$ cat config.mk
export PLATFORM = sky130hd
export DESIGN_NAME = riscv_writeback_flat
export DESIGN_NICKNAME = d
export VERILOG_FILES = /design/src/rtl/riscv_pkg.sv /design/src/rtl/riscv_writeback_if.sv /design/src/rtl/riscv_regfile.sv /design/src/rtl/riscv_writeback.sv /design/src/flat_wrapper.sv
export SDC_FILE = /design/constraint.sdc
export NUM_CORES = 2
export LEC_CHECK = 0
export CAP_MARGIN = 20
export CORE_MARGIN = 5
export CORE_UTILIZATION = 55
export CTS_CLUSTER_SIZE = 10
export DETAILED_ROUTE_END_ITERATION = 16
export GPL_ROUTABILITY_DRIVEN = 0
export PLACE_DENSITY = 0.77
export REMOVE_ABC_BUFFERS = 1
export SYNTH_ARGS = -nofsm -noshare
export SYNTH_HDL_FRONTEND = slang
export SYNTH_SLANG_ARGS = --single-unit
$ cat constraint.sdc
create_clock -name clk -period 3.62 [get_ports clk]
set_input_delay 0.724 -clock clk [delete_from_list [all_inputs] [get_ports clk]]
set_output_delay 0.724 -clock clk [all_outputs]
set_load 0.1 [all_outputs]
$ cat src/rtl/riscv_pkg.sv
// Shared riscv32 definitions: datapath width, opcodes and instruction field positions.
// Also imported by the ALU.
package riscv_pkg;

    localparam int unsigned XLEN     = 32;
    localparam int unsigned NUM_REGS = 32;
    localparam int unsigned REG_AW   = 5;

    localparam logic [6:0] OPC_OP       = 7'b0110011;
    localparam logic [6:0] OPC_OP_IMM   = 7'b0010011;
    localparam logic [6:0] OPC_LUI      = 7'b0110111;
    localparam logic [6:0] OPC_AUIPC    = 7'b0010111;
    localparam logic [6:0] OPC_JAL      = 7'b1101111;
    localparam logic [6:0] OPC_JALR     = 7'b1100111;
    localparam logic [6:0] OPC_LOAD     = 7'b0000011;
    localparam logic [6:0] OPC_STORE    = 7'b0100011;
    localparam logic [6:0] OPC_BRANCH   = 7'b1100011;
    localparam logic [6:0] OPC_SYSTEM   = 7'b1110011;
    localparam logic [6:0] OPC_MISC_MEM = 7'b0001111;

    localparam int unsigned OPCODE_LSB = 0;
    localparam int unsigned OPCODE_W   = 7;
    localparam int unsigned RD_LSB     = 7;
    localparam int unsigned RD_W       = 5;

    // True for opcodes whose result lands in rd.
    function automatic logic writes_rd(input logic [6:0] opcode);
        logic w;
        case (opcode)
            OPC_OP, OPC_OP_IMM, OPC_LUI, OPC_AUIPC,
            OPC_JAL, OPC_JALR, OPC_LOAD:           w = 1'b1;
            default:                               w = 1'b0;
        endcase
        return w;
    endfunction

endpackage

$ cat src/rtl/riscv_writeback_if.sv
// Writeback stage bus: completed-instruction input, operand read ports and commit status.
interface riscv_writeback_if
    import riscv_pkg::*;
#(
    parameter int unsigned XLEN = riscv_pkg::XLEN
) ();

    logic                valid_in;
    logic [31:0]         iw_in;
    logic [XLEN-1:0]     alu_result_in;
    logic [REG_AW-1:0]   rs1_addr;
    logic [REG_AW-1:0]   rs2_addr;
    logic [XLEN-1:0]     rs1_data_out;
    logic [XLEN-1:0]     rs2_data_out;
    logic                wb_valid;
    logic [REG_AW-1:0]   wb_rd;
    logic [XLEN-1:0]     wb_data;
    logic [31:0]         retire_count;

    modport master (
        output valid_in, iw_in, alu_result_in, rs1_addr, rs2_addr,
        input  rs1_data_out, rs2_data_out, wb_valid, wb_rd, wb_data, retire_count
    );

    modport slave (
        input  valid_in, iw_in, alu_result_in, rs1_addr, rs2_addr,
        output rs1_data_out, rs2_data_out, wb_valid, wb_rd, wb_data, retire_count
    );

endinterface

$ cat src/rtl/riscv_regfile.sv
// 32 x XLEN integer register file: one synchronous write port, two combinational
// read ports, x0 hardwired to zero, synchronous clear.
module riscv_regfile
    import riscv_pkg::*;
#(
    parameter int unsigned XLEN = riscv_pkg::XLEN
) (
    input  logic              clk,
    input  logic              reset,
    input  logic              we,
    input  logic [REG_AW-1:0] waddr,
    input  logic [XLEN-1:0]   wdata,
    input  logic [REG_AW-1:0] raddr1,
    input  logic [REG_AW-1:0] raddr2,
    output logic [XLEN-1:0]   rdata1,
    output logic [XLEN-1:0]   rdata2
);

    logic [XLEN-1:0] regs_q [NUM_REGS];

    always_ff @(posedge clk) begin
        if (reset) begin
            for (int i = 0; i < NUM_REGS; i++) begin
                regs_q[i] <= '0;
            end
        end else if (we && (waddr != '0)) begin
            regs_q[waddr] <= wdata;
        end
    end

    always_comb begin
        rdata1 = (raddr1 == '0) ? '0 : regs_q[raddr1];
        rdata2 = (raddr2 == '0) ? '0 : regs_q[raddr2];
    end

endmodule

$ cat src/rtl/riscv_writeback.sv
// Writeback stage: decodes rd writes, holds one pending write for a cycle, commits it to
// the register file and forwards it to the operand read ports meanwhile.
module riscv_writeback
    import riscv_pkg::*;
#(
    parameter int unsigned XLEN       = riscv_pkg::XLEN,
    parameter bit          FORWARD_EN = 1'b1
) (
    input logic               clk,
    input logic               reset,
    riscv_writeback_if.slave  bus
);

    logic [OPCODE_W-1:0] opcode;
    logic [RD_W-1:0]     rd;
    logic                accept;

    logic                wb_valid_q;
    logic [RD_W-1:0]     wb_rd_q;
    logic [XLEN-1:0]     wb_data_q;
    logic [31:0]         retire_count_q;

    logic [XLEN-1:0]     rf_rdata1;
    logic [XLEN-1:0]     rf_rdata2;

    // Upper instruction fields play no part in writeback.
    logic unused_iw;
    assign unused_iw = ^bus.iw_in[31:RD_LSB+RD_W];

    always_comb begin
        opcode = bus.iw_in[OPCODE_LSB +: OPCODE_W];
        rd     = bus.iw_in[RD_LSB +: RD_W];
        accept = bus.valid_in & writes_rd(opcode) & (rd != '0);
    end

    // rd/data are zeroed when nothing commits so the idle pending register is quiet.
    always_ff @(posedge clk) begin
        if (reset) begin
            wb_valid_q     <= 1'b0;
            wb_rd_q        <= '0;
            wb_data_q      <= '0;
            retire_count_q <= '0;
        end else begin
            wb_valid_q <= accept;
            wb_rd_q    <= accept ? rd : '0;
            wb_data_q  <= accept ? bus.alu_result_in : '0;
            if (wb_valid_q) begin
                retire_count_q <= retire_count_q + 32'd1;
            end
        end
    end

    riscv_regfile #(
        .XLEN (XLEN)
    ) u_regfile (
        .clk    (clk),
        .reset  (reset),
        .we     (wb_valid_q),
        .waddr  (wb_rd_q),
        .wdata  (wb_data_q),
        .raddr1 (bus.rs1_addr),
        .raddr2 (bus.rs2_addr),
        .rdata1 (rf_rdata1),
        .rdata2 (rf_rdata2)
    );

    always_comb begin
        bus.rs1_data_out = rf_rdata1;
        bus.rs2_data_out = rf_rdata2;
        if (FORWARD_EN && wb_valid_q) begin
            if ((bus.rs1_addr != '0) && (bus.rs1_addr == wb_rd_q)) begin
                bus.rs1_data_out = wb_data_q;
            end
            if ((bus.rs2_addr != '0) && (bus.rs2_addr == wb_rd_q)) begin
                bus.rs2_data_out = wb_data_q;
            end
        end
    end

    always_comb begin
        bus.wb_valid     = wb_valid_q;
        bus.wb_rd        = wb_rd_q;
        bus.wb_data      = wb_data_q;
        bus.retire_count = retire_count_q;
    end

endmodule

$ cat src/flat_wrapper.sv
// flat-port wrapper written by rule: the top's interface ports become plain ports
module riscv_writeback_flat import riscv_pkg::*;
#(
    parameter int unsigned XLEN       = riscv_pkg::XLEN,
    parameter bit          FORWARD_EN = 1'b1
)
  (clk, reset, bus_valid_in, bus_iw_in, bus_alu_result_in, bus_rs1_addr, bus_rs2_addr, bus_rs1_data_out, bus_rs2_data_out, bus_wb_valid, bus_wb_rd, bus_wb_data, bus_retire_count);
  riscv_writeback_if #(.XLEN(XLEN)) bus_i ();
  input logic clk;
  input logic reset;
  input wire logic [$bits(bus_i.valid_in)-1:0] bus_valid_in;
  input wire logic [$bits(bus_i.iw_in)-1:0] bus_iw_in;
  input wire logic [$bits(bus_i.alu_result_in)-1:0] bus_alu_result_in;
  input wire logic [$bits(bus_i.rs1_addr)-1:0] bus_rs1_addr;
  input wire logic [$bits(bus_i.rs2_addr)-1:0] bus_rs2_addr;
  output wire logic [$bits(bus_i.rs1_data_out)-1:0] bus_rs1_data_out;
  output wire logic [$bits(bus_i.rs2_data_out)-1:0] bus_rs2_data_out;
  output wire logic [$bits(bus_i.wb_valid)-1:0] bus_wb_valid;
  output wire logic [$bits(bus_i.wb_rd)-1:0] bus_wb_rd;
  output wire logic [$bits(bus_i.wb_data)-1:0] bus_wb_data;
  output wire logic [$bits(bus_i.retire_count)-1:0] bus_retire_count;
  assign bus_i.valid_in = bus_valid_in;
  assign bus_i.iw_in = bus_iw_in;
  assign bus_i.alu_result_in = bus_alu_result_in;
  assign bus_i.rs1_addr = bus_rs1_addr;
  assign bus_i.rs2_addr = bus_rs2_addr;
  assign bus_rs1_data_out = bus_i.rs1_data_out;
  assign bus_rs2_data_out = bus_i.rs2_data_out;
  assign bus_wb_valid = bus_i.wb_valid;
  assign bus_wb_rd = bus_i.wb_rd;
  assign bus_wb_data = bus_i.wb_data;
  assign bus_retire_count = bus_i.retire_count;
  riscv_writeback #(.XLEN(XLEN), .FORWARD_EN(FORWARD_EN)) u_core (.clk(clk), .reset(reset), .bus(bus_i));
endmodule
==> summary.md <==
| Metric | Value |
|---|---|
| Clock Tree Buf Depth | 3 |
| Hold Worst Slack | 360 ps |
| Grt ovf | 0 |
| Worst slew pin tran | 1080 ps |
| WP data required | 2900 ps |
| Post-DP HPWL | 127 mm |
| TritonCTS Sinks | 1094 |
| Post-DRT Antenna Nets | 0 |
| Post-synth ARST share | 0% |
| Worst min-delay path category | primary input to flip-flop |
| Relative slew slack | 27.5% |
| CTS Buf Count | 131 |
| Design area | 0.0701 mm^2 |
| Placed cell areas | 0.0648 mm^2 |
| Reg clk slew, reported paths | 50 ps |
| Die Area | 0.112 mm^2 |
| Initial antenna violation count | 8 |
| Yosys reg bits | 1094 |
| Root Buffer | clkbuf_16 |
| Post-synth top area cell | edfxtp_1 |
| # fillers | 7134 |
| LEAKAGE | 26.9 nW |
| Synth Cell Area | 0.0578 mm^2 |
| Multi-input gate area | 0.0245 mm^2 |
| Vias per std cell | 6.88 |
| Register area | 0.0322 mm^2 |
| Pwr Density | 440 mW/mm^2 |
| Crit. End Element | output pin |
| Setup ws final | -57.8 ps |
| Most frequent cells in the layout | and2_1 (1032), edfxtp_1 (1024), buf_4 (380) |
| Crit share post-route | 102% |
| Nets | 4675 |
| Gate count of the mapped netlist | 4190 |
| Post-synth top area share | 53.2% |
| Latest clock arrival within the worst-skew pair | 760 ps |
| Hold Fails Final Rpt | 0 |
| Fmax | 272 MHz |
| Seq/Total Area, Yosys | 55.6% |
| R2R Setup Slk | 970 ps |
| Crit start category | primary input |
| Ys Warns | 0 |
| Failing checks | negative setup slack |
| Initial DRT Pass Iterations | 8 |
| Initial Util | 55.1% |
| Crit Path Max Fanout | 12 |
| Routed WL per cell | 33.1 um |
| Final setup skew | 24.4 ps |
| Max-cap violation count | 0 |
| Cells taking the most area after synthesis | edfxtp_1 (53%), mux4_2 (14%), and2_1 (11%) |
| Post-route DRC violation count | 0 |
| Die Ht | 334 um |
| Peak VDD IR | 0.344 mV |
| Fin crit period | 3680 ps |
| Core area | 0.105 mm^2 |
| # rows | 119 |
| Synth unique cells | 54 |
| Synth Flop Type | edfxtp_1 |
| Final setup viols | 12 |
| CTS tree | yes |
| Area growth, synth to finish | 21.2% |
| Crit Path Category | primary input to output pin |
| Status | complete, but fails checks |
| Most common cell after layout, fill and taps aside | and2_1 |
| Slew Limit Fails | 0 |
| GRT Util Overall | 35.2% |
| Mapped Avg Cell Area | 13.8 um^2 |
| Post-synth EDFFs | 1024 |
| Largest net degree at the start of global routing | 43 |
| Chip Width | 334 um |
| First-pass GRT wire length | 285 mm |
| Final WL | 201 mm |
| Port Buf Inserts | 190 |
| Number of H-tree branching levels | 4 |
| WP data arrival | 2950 ps |
| Vias in the first global route | 42300 |
| Vias | 41800 |
| Unrepaired setup endpoints after global routing | yes |
| Initial DRC Count | 6748 |
| Ratio of cells with drive above 1 in the final layout | 27.6% |
| Num ports | 211 |
==> what timing repair did <==
item                       in CTS  in global routing
setup buffers                  26                 16
setup endpoints to repair      64                 60
resized for setup              99                110
cloned                          3                  7
pin swaps                      13                 19
hold buffers                    0                  0
==> logic make-up after synthesis <==
group / synth area share, %
compound gates: 5.64
xor+xnor: 0.591
fa+ha+maj: 0.0216
buf+inv: 3.38
flops: 55.6
mux: 20.1
other cells: 0.00649
simple gates: 14.6
==> flip-flops by register name, indices dropped and copies added, names as in the netlist <==
register	cells
u_core.bus.wb_valid	1
u_core.bus.retire_count	32
u_core.bus.wb_data	32
u_core.u_regfile.regs_q	1024
u_core.bus.wb_rd	5
==> cells in the mapped netlist (15+ instances only) <==
cell type	instances
a211o_1	15
a211oi_1	57
a21oi_1	71
a221o_1	23
a221oi_1	55
a22oi_1	16
a32o_1	32
and2_1	1034
buf_2	81
buf_4	24
clkbuf_1	307
dfxtp_1	70
edfxtp_1	1024
mux2i_1	366
mux4_2	352
nand2_1	83
nand3_1	48
nor2_1	111
nor2b_1	22
nor3_1	46
o21ai_0	70
o21bai_1	15
o221ai_1	27
o22ai_1	61
or2_2	34
xor2_1	28
==> power by group <==
part           leakage, nW  total, mW  switching, mW  internal [mW]
sequential            11.5       14.3          0.190           14.1
combinational         13.5       4.36           2.61           1.76
clock                 1.86       12.2           5.14           7.05
total                 26.9       30.9           7.94           22.9
==> routing by layer <==
layer	global-route usage, %	wire length [um]	vias to the layer above
li1	-	-	16700
met1	45.2	67700	20600
met2	51.8	87400	3744
met3	13.1	32200	774
met4	20.3	14000	0
met5	0	0	-
==> worst paths after layout <==
check,from,to,cells after the start
setup / recovery,bus_rs1_addr[2],bus_rs1_data_out[15],9
hold / removal,reset,u_core.bus.retire_count[30],2
setup reg to reg,u_core.bus.wb_rd[0],u_core.u_regfile.regs_q[30][22],7
hold reg to reg,u_core.bus.retire_count[31],u_core.bus.retire_count[31],2
==> stage by stage <==
step                      setup TNS [ps]  setup WS (ps)  total power [mW]  instances  utilization, %
after floorplan                   -55010          -1060              16.4       3788               -
after global placement             -8000           -255              18.5       5810            61.8
after detailed placement           -9170           -301              18.6       5810            61.8
after CTS                          -90.6          -26.5              30.7       6057            66.2
after global routing                -487          -71.1              31.5       6077            66.8
final                               -273          -57.8              30.9       6080            66.8
==> final cells by class <==
| class | count | share of cell area, % |
|---|---|---|
| tap | 1391 | 2.48 |
| multi-input combinational | 2693 | 34.9 |
| clock buffer | 206 | 5.32 |
| clock inverter | 16 | 0.218 |
| sequential | 1094 | 45.9 |
| antenna | 3 | 0.0107 |
| timing repair buffer | 674 | 11.1 |
| inverter | 3 | 0.0161 |
==> critical path, cell delays in order <==
cell and delay [ps]:
buf_4 180, buf_12 180, or3b_2 470, buf_4 260, o221ai_1 200, a21oi_1 100, o21ai_0 280, a32o_2 340
buf_12 180
Note: power is estimated with default switching activity, not from simulation.
